===== src/rtl/am4_mcseq.sv =====
// Microprogram sequencer for the M4 microcode ROM: next-address select, uPC,
// LIFO subroutine/loop stack and loop counter, all advancing on the shared ROM enable.
module am4_mcseq #(
    parameter int AW      = 10,
    parameter int SD      = 4,
    parameter int CW      = 8,
    parameter int RST_VEC = 0
) (
    input  logic          clk,
    input  logic          rst,
    input  logic          ena,
    input  logic [3:0]    op,
    input  logic          cc,
    input  logic [AW-1:0] ba,
    input  logic [AW-1:0] map,
    output logic [AW-1:0] addr,
    output logic          sp_empty,
    output logic          sp_full,
    output logic          cnt_zero,
    output logic          err
);

    localparam int SPW = $clog2(SD + 1);

    localparam logic [AW-1:0]  RVEC    = AW'(RST_VEC);
    localparam logic [AW-1:0]  A_ONE   = {{(AW-1){1'b0}}, 1'b1};
    localparam logic [CW-1:0]  C_ZERO  = {CW{1'b0}};
    localparam logic [CW-1:0]  C_ONE   = {{(CW-1){1'b0}}, 1'b1};
    localparam logic [SPW-1:0] S_ZERO  = {SPW{1'b0}};
    localparam logic [SPW-1:0] S_ONE   = {{(SPW-1){1'b0}}, 1'b1};
    localparam logic [SPW-1:0] S_MAX   = SPW'(SD);

    localparam logic [3:0] OP_CONT  = 4'd0;
    localparam logic [3:0] OP_JMP   = 4'd1;
    localparam logic [3:0] OP_CJMP  = 4'd2;
    localparam logic [3:0] OP_CALL  = 4'd3;
    localparam logic [3:0] OP_CCALL = 4'd4;
    localparam logic [3:0] OP_RET   = 4'd5;
    localparam logic [3:0] OP_CRET  = 4'd6;
    localparam logic [3:0] OP_LDCT  = 4'd7;
    localparam logic [3:0] OP_LOOP  = 4'd8;
    localparam logic [3:0] OP_MAP   = 4'd9;
    localparam logic [3:0] OP_PUSH  = 4'd10;
    localparam logic [3:0] OP_POP   = 4'd11;
    localparam logic [3:0] OP_RPT   = 4'd12;

    logic [AW-1:0]  upc_r;
    logic [SPW-1:0] sp_r;
    logic [CW-1:0]  cnt_r;
    logic           err_r;
    logic [AW-1:0]  stk_r [SD];

    logic [AW-1:0]  top_s;
    logic [AW-1:0]  nxt_s;
    logic           push_s;
    logic           pop_s;
    logic           rd_s;
    logic           ld_s;
    logic           dec_s;
    logic           empty_s;
    logic           full_s;
    logic           cnt_nz_s;
    logic           wr_s;
    logic           fault_s;

    assign empty_s  = (sp_r == S_ZERO);
    assign full_s   = (sp_r == S_MAX);
    assign cnt_nz_s = (cnt_r != C_ZERO);

    // Top-of-stack read; an empty stack yields the reset vector
    always_comb begin
        top_s = RVEC;
        for (int i = 0; i < SD; i++) begin
            top_s = (sp_r == SPW'(i + 1)) ? stk_r[i] : top_s;
        end
    end

    // Opcode decode: address source plus stack/counter side effects
    always_comb begin
        nxt_s  = upc_r;
        push_s = 1'b0;
        pop_s  = 1'b0;
        rd_s   = 1'b0;
        ld_s   = 1'b0;
        dec_s  = 1'b0;
        case (op)
            OP_CONT:  nxt_s = upc_r;
            OP_JMP:   nxt_s = ba;
            OP_CJMP:  nxt_s = cc ? ba : upc_r;
            OP_CALL: begin
                nxt_s  = ba;
                push_s = 1'b1;
            end
            OP_CCALL: begin
                nxt_s  = cc ? ba : upc_r;
                push_s = cc;
            end
            OP_RET: begin
                nxt_s = top_s;
                pop_s = 1'b1;
            end
            OP_CRET: begin
                nxt_s = cc ? top_s : upc_r;
                pop_s = cc;
            end
            OP_LDCT:  ld_s = 1'b1;
            OP_LOOP: begin
                if (cnt_nz_s) begin
                    nxt_s = ba;
                    dec_s = 1'b1;
                end else begin
                    nxt_s = upc_r;
                end
            end
            OP_MAP:   nxt_s = map;
            OP_PUSH:  push_s = 1'b1;
            OP_POP:   pop_s = 1'b1;
            OP_RPT: begin
                // Repeat re-enters the loop start without consuming it; the final pass pops it
                if (cnt_nz_s) begin
                    nxt_s = top_s;
                    dec_s = 1'b1;
                    rd_s  = 1'b1;
                end else begin
                    pop_s = 1'b1;
                end
            end
            default:  nxt_s = upc_r;
        endcase
    end

    // Reset forces the fetch vector regardless of the opcode on the ROM bus
    always_comb begin
        if (rst) begin
            addr = RVEC;
        end else begin
            addr = nxt_s;
        end
    end

    assign wr_s    = push_s & ~full_s;
    assign fault_s = (push_s & full_s) | ((pop_s | rd_s) & empty_s);

    // Sequencer state: uPC, stack pointer, loop counter and sticky error
    always_ff @(posedge clk) begin
        if (rst) begin
            upc_r <= RVEC + A_ONE;
            sp_r  <= S_ZERO;
            cnt_r <= C_ZERO;
            err_r <= 1'b0;
        end else if (ena) begin
            upc_r <= addr + A_ONE;
            err_r <= err_r | fault_s;
            if (wr_s) begin
                sp_r <= sp_r + S_ONE;
            end else if (pop_s && !empty_s) begin
                sp_r <= sp_r - S_ONE;
            end
            if (ld_s) begin
                cnt_r <= ba[CW-1:0];
            end else if (dec_s) begin
                cnt_r <= cnt_r - C_ONE;
            end
        end
    end

    // Stack storage; contents carry no reset value
    always_ff @(posedge clk) begin
        for (int i = 0; i < SD; i++) begin
            if (!rst && ena && wr_s && (sp_r == SPW'(i))) begin
                stk_r[i] <= upc_r;
            end
        end
    end

    assign sp_empty = empty_s;
    assign sp_full  = full_s;
    assign cnt_zero = ~cnt_nz_s;
    assign err      = err_r;

endmodule


===== config.mk =====
export PLATFORM = sky130hd
export DESIGN_NAME = am4_mcseq
export DESIGN_NICKNAME = d
export VERILOG_FILES = /design/src/rtl/am4_mcseq.sv
export SDC_FILE = /design/constraint.sdc
export NUM_CORES = 1
export LEC_CHECK = 0
export ABC_AREA = 1
export CORE_ASPECT_RATIO = 0.7
export CORE_UTILIZATION = 52
export DETAILED_ROUTE_END_ITERATION = 7
export GPL_TIMING_DRIVEN = 0
export PLACE_DENSITY = 0.77
export SKIP_LAST_GASP = 1
export SLEW_MARGIN = 20
export SYNTH_ARGS = -nofsm -noshare
export SYNTH_HDL_FRONTEND = slang
export SYNTH_SLANG_ARGS = --single-unit

===== constraint.sdc =====
create_clock -name clk -period 2.7 [get_ports clk]
set_input_delay 0.54 -clock clk [delete_from_list [all_inputs] [get_ports clk]]
set_output_delay 0.54 -clock clk [all_outputs]
set_load 0.02 [all_outputs]

==> impl_results.md <==
* Outcome: finished with violations
* Failing checks: setup timing
* HP Class: reg2reg
* Rel. slew slack at 44.3%
* Final Worst Setup Slack at -65.7 ps
* Core Region at 7290 µm²
* P_sw at 0.874 mW
* NumNets Final at 674
* Worst endpoint required time at 2160 ps
* # clock sinks at 62
* Combinational group share of total power at 28.1%
* Final cycle utilization of the critical path at 102%
* Antenna Cells at 0
* Die ar. at 7880 µm²
* Worst-path clk slew at 70 ps
* Leak at 2.35 nW
* Clock skew at 12.7 ps
* Placer congestion estimate at 0.899
* Post-synthesis register bit count at 62
* CP endpoint kind: output port
* Final setup viols at 24
* Multi-input gate area at 2300 µm²
* Total grt overflow at 0
* Uppermost routed layer: met4
* Max clock buf depth at 2
* Hpwl dp at 8.05 mm
* Max-slew violation count at 0
* Startpoint Class: register
* Initial DRC Count at 571
* Post-route ant nets at 0
* Vias per std cell at 5.82
* Wirelength, routed at 12.7 mm
* Met3 wire length at 1.44 mm
* Int Pwr at 1.67 mW
* Clk pwr share at 29.9%
* WL/cell at 17.2 µm
* Top cell type's share of synthesized area at 30.7%
* WL met1 at 5.39 mm
* Maximum vdd drop at 447 µV
* Sequential-to-total area share from yosys stat at 42.0%
* Switching part of the total at 34.4%
* RSZ-0062 raised after global routing: yes
* Num CTS Buffers at 9
* Die Width at 106 µm
* Metal2 WL at 5.69 mm
* Starting Density at 53.7%
* Clk root buf: clkbuf_8
* Drc violations at 0
* Row cnt at 26
* CP Class: reg2out
* H-Tree Depth at 3
* Mapped Nets at 580
* First-pass GRT wire length at 17.8 mm
* Antenna violations before repair at 0
* CP max FO at 5
* CTS tree: done
* Sequential power share at 42.0%
* Post-Synthesis Cells at 544
* First-pass DRT Iterations at 7
* PD cells at 477 nW/µm²
* Synth area leaders: edfxtp_1, nand2_1, dfxtp_1
* R2R depth at 9
* DIE HEIGHT at 74.6 µm
* Worst Tran Pin Value at 831 ps
* Area of placed instances at 4440 µm²
* Fill count at 572
* Sequential cell area at 1650 µm²
* Synth Cell Area at 3910 µm²
* Maxcap violations at 0
* Fin Setup TNS at -398 ps
* Largest net degree at the start of global routing at 14
* Synthesized area per cell at 7.19 µm²
* Fin crit period at 2770 ps
* Max Fclk at 362 MHz
* Vias after detailed routing at 4315
* Fin area at 5330 µm²
* FF-to-FF setup slack at -20 ps
* Clk Latency, worst-skew pair at 360 ps
* Cell taking the most area after synthesis: edfxtp_1
* Warning count from the yosys run at 0
* Post-synthesis cell type count at 31
* Hold path cells at 1
* Gr usage total at 30.2%
* I/O Pins at 42
* # port buffers at 40
* Crit path arrival time at 2230 ps
* Fin. Hold Viols at 0
* Synth-to-Final Area Change at 36.4%
* Vias in the first global route at 3570
* Proportion of layout cells with a drive suffix above 1 at 27.5%
[kinds of logic after synthesis]
family,count (synthesis),synth area share (%)
simple gates,295,32.3
compound gates,90,13.0
buf+inv,81,8.38
flops,62,42.0
xor+xnor,8,1.79
fa+ha+maj,8,2.56
[stage by stage]
stage	worst slack [ps]	util, %	power, mW	cells	hold WS, ps
CTS	-31.6	68.4	2.43	727	495
finish	-65.7	73.2	2.54	741	493
detailed placement	-763	61.0	1.60	682	481
floorplan	16.1	-	1.41	544	463
global placement	-871	60.8	1.59	682	458
global route	-160	73.2	2.64	741	514
[metal layers]
| layer | up-vias | global-route usage (%) |
|---|---|---|
| met5 | - | 0 |
| met4 | 0 | 10.0 |
| met3 | 30 | 6.13 |
| met2 | 262 | 45.5 |
| met1 | 2020 | 43.8 |
| li1 | 2003 | - |
[layout make-up]
class	instances	share of cell area, %
inverters	63	4.81
flip-flops and latches	62	30.9
plain buffers	17	2.53
multi-input cells	405	43.2
clock buffers	9	2.32
clock inverters	7	1.03
well taps	98	2.30
repair buffers	80	12.9
[synthesized netlist by cell type]
cell type	n
inv_2	6
inv_1	55
nor2_1	68
nand2_2	3
o21ai_0	24
clkbuf_1	6
a31oi_1	7
nand2_1	150
nand4_1	12
ha_1	8
clkinv_1	2
o211ai_1	17
a21oi_1	37
xor2_1	6
o221ai_1	1
o21ai_1	3
buf_1	1
and2_1	1
dfxtp_1	22
nand3_2	1
nor2_2	8
buf_2	7
nand4_2	1
or2_2	2
buf_4	4
xnor2_1	2
nor2_4	2
nand3_1	43
o32ai_1	1
edfxtp_1	40
nor3_1	4
[cells in the final DEF, fill, tap and decap left out, drive strengths merged, types with 22 or more instances in the layout]
master,n
a21oi,37
buf,64
clkdlybuf4s50,26
dfxtp,22
edfxtp,40
inv,64
nand2,154
nand3,44
nor2,81
o21ai,27
[critical path, stage by stage, from the launching register on]
cell	delay, ps
dfxtp_4	380
inv_2	110
ha_4	160
nand2_4	70
inv_4	90
buf_2	200
nor2_1	80
nand2_1	100
nand2_1	60
a21oi_1	140
nand4_1	150
nand2_2	120
inv_1	60
buf_4	150
[sequential cells by signal, summed over array words and instances, names as in the netlist]
name	count
stk_r	40
upc_r	10
cnt_r	8
sp_r	3
err	1
[what timing repair did]
action,CTS,global route
gates resized for setup,109,81
pin swaps,21,42
hold buffers,0,0
gates cloned,4,4
setup endpoints to repair,56,35
setup buffers,25,11
[power by group through the flow]
stage                     clock [mW]  sequential, mW  combinational (mW)
final                          0.761            1.07               0.713
after global routing           0.800            1.07               0.769
after CTS                      0.760            1.06               0.603
after detailed placement           0            1.08               0.515
after global placement             0            1.08               0.502
after floorplan                    0            1.07               0.338
[path summary, 6_finish.rpt]
check,startpoint,end
max,sp_r[1]$_SDFFE_PP0P_,addr[3]
min,sp_r[0]$_SDFFE_PP0P_,sp_r[0]$_SDFFE_PP0P_
max reg2reg,sp_r[1]$_SDFFE_PP0P_,stk_r[1][5]$_DFFE_PP_
min reg2reg,sp_r[0]$_SDFFE_PP0P_,sp_r[0]$_SDFFE_PP0P_
No activity file was read; power rests on OpenSTA's default activity.
==> RTL edit (same flow settings) <==
Reset style: asynchronous (`rst`), changed in one clocked block.
--- a/src/rtl/am4_mcseq.sv
+++ b/src/rtl/am4_mcseq.sv
@@ -143,5 +143,5 @@
 
     // Sequencer state: uPC, stack pointer, loop counter and sticky error
-    always_ff @(posedge clk) begin
+    always_ff @(posedge clk or posedge rst) begin
         if (rst) begin
             upc_r <= RVEC + A_ONE;
Behaviour: differs if rst is asserted again (counterexample within 4 cycles, from zero or initial values and one cycle with rst high); with rst held inactive, the same outputs for 4 cycles.
==> RTL edit against the original RTL <==
The run ends with design-rule violations, negative setup slack left; largest cell class unchanged; routed wire length increased by 19%; design area rose by 9.5%; worst setup slack worse by 0.26 ns; critical path depth grew 1; sequential share of layout area decreased by 0.86 points; sequential cell count unchanged; non-clock buffer count grew 29; synthesized area up 4.3%; register-to-register slack got worse by 0.12 ns; final cell count rose by 6.5%.
Power is not compared: it rests on default switching activity, and its combinational part moved more than twofold at a synthesized area within 25%.
==> RTL edit: results <==
export IMPL_setup_ws_ns=-0.330
export IMPL_status="complete, but fails checks"
export IMPL_synthesis_nets=598
export IMPL_use_met3_pct=9.07
export IMPL_h_tree_depth=3
export IMPL_place_ws_ns=-0.926
export IMPL_drt_pass1_iter_count=8
export IMPL_netlist_top_cells_count="167 x nand2_1, 74 x nor2_1, 64 x inv_1"
export IMPL_synthArstFlopShare_pct=35.5
export IMPL_critPathArrivalTime_ns=2.49
export IMPL_grt_usage_pct=34.5
export IMPL_regArea_mm2=0.00176
export IMPL_placed_area_mm2=0.00461
export IMPL_io_buffers=40
export IMPL_drt_iter0_drc=819
export IMPL_gp_congestion=0.910
export IMPL_cts_root_buf="clkbuf_8"
export IMPL_dp_cells=700
export IMPL_r2r_start="sp_r[0]"
export IMPL_reg2reg_slack_ns=-0.14
export IMPL_timing_rr_end="upc_r[9]"
export IMPL_seq_area_frac_synth_pct=43.0
export IMPL_holdWs_ns=0.505
export IMPL_grt_max_degree=32
export IMPL_tns_ns=-1.75
export IMPL_whs_path_depth=1
export IMPL_holdPathEnd="cnt_r[7]"
export IMPL_clk_pin_slew_ns=0.08
export IMPL_nFillCells=479
export IMPL_holdCritStartpoint="cnt_r[7]"
export IMPL_synth_distinct_cells=37
export IMPL_syn_instance_count=562
export IMPL_totalWireLength_mm=15.1
export IMPL_grtUsageMet1_pct=47.7
export IMPL_tightestPinTransition_ns=0.646
export IMPL_drive_above_1_share_pct=31.4
export IMPL_vias=4778
export IMPL_violations="design-rule violations, negative setup slack"
export IMPL_worstPathMaxFanout=5
export IMPL_drt_drc_violations_left=68
export IMPL_place_hpwl_mm=8.51
export IMPL_met2_usage_pct=51.6
export IMPL_layout_nets=722
export IMPL_ff2ff_path_depth=23
export IMPL_setup_viol=12
export IMPL_fin_skew_ns=0.0117
export IMPL_yosys_top_cells_area="edfxtp_1 29%, nand2_1 15%, dfrtp_1 13%, nand3_1 7.0%, nor2_1 6.8%"
export IMPL_wl_per_cell_um=19.1
export IMPL_grt_pass1_vias=4389
export IMPL_n_antenna_cell=0
export IMPL_grt_pass1_wl_mm=21.4
[RTL edit: cell types whose count changed in the layout (fill, tap and decap cells not counted), sizes merged, moves of 7 or more]
| cell | change |
|---|---|
| inv | +9 |
| a31oi | -7 |
| nand2 | +19 |
| a21oi | -15 |
| o211ai | -9 |
| nand3 | +16 |
| dfrtp | +21 |
| dfxtp | -22 |
| buf | +25 |
[RTL edit: kinds of logic after synthesis]
family | after synthesis | share of synthesized area, %
and+or+nand+nor | 330 | 35.2
AOI/OAI and AO/OA | 68 | 9.79
adders and majority gates | 8 | 2.45
buffers and inverters | 89 | 8.47
xor gates and xnor gates | 5 | 1.07
DFF | 62 | 43.0
[RTL edit: worst max-delay path, cell delays in order (launching register included)]
cell	delay (ns)
dfrtp_1	0.41
buf_6	0.13
ha_4	0.14
ha_4	0.19
clkinv_8	0.08
buf_4	0.17
nor2_1	0.12
nor2_1	0.07
nand2_1	0.15
nand3_1	0.11
nand2_1	0.12
nand4_2	0.14
nand2_2	0.13
inv_2	0.06
buf_6	0.12
[RTL edit: routing by layer]
layer,share of wire (%),vias to the layer above
met1,38,2188
met4,4.8,0
met3,14,91
li1,-,2081
met5,0,-
met2,43,418
[RTL edit: repair_timing]
| action | 4_1_cts | 5_1_grt |
|---|---|---|
| buffers inserted | 59 | 13 |
| endpoints found under the setup margin | 60 | 58 |
| resized for setup | 168 | 32 |
| gates cloned | 2 | 0 |
| pin swaps | 40 | 34 |
[RTL edit: area by class of cell]
cell class	instances	share of cell area, %
Multi-Input combinational cell	411	39.7
Sequential cell	62	30.1
Timing Repair Buffer	114	17.3
Inverter	76	5.40
Clock buffer	10	2.19
Tap cell	98	2.10
Buffer	12	1.82
Clock inverter	6	1.48
[RTL edit: power groups by stage]
| stage | clock network [mW] | logic (mW) | registers (mW) |
|---|---|---|---|
| finish | 0.919 | 2.60 | 1.31 |
| global route | 0.946 | 2.75 | 1.32 |
| CTS | 0.906 | 2.22 | 1.29 |
| detailed placement | 0 | 1.48 | 1.31 |
| global placement | 0 | 1.44 | 1.30 |
| floorplan | 0 | 1.03 | 1.28 |
[RTL edit: worst max-delay path by stage]
stage,slack (ns),start,endpoint,cells after the start
2_1_floorplan,0.08,sp_r[0],stk_r[1][0],8
3_3_place_gp,-1.10,op[2],stk_r[1][6],9
3_5_place_dp,-0.93,op[0],addr[4],11
4_1_cts,-0.11,sp_r[0],addr[7],15
5_1_grt,-0.29,sp_r[0],addr[3],14
6_report,-0.33,sp_r[0],addr[3],14
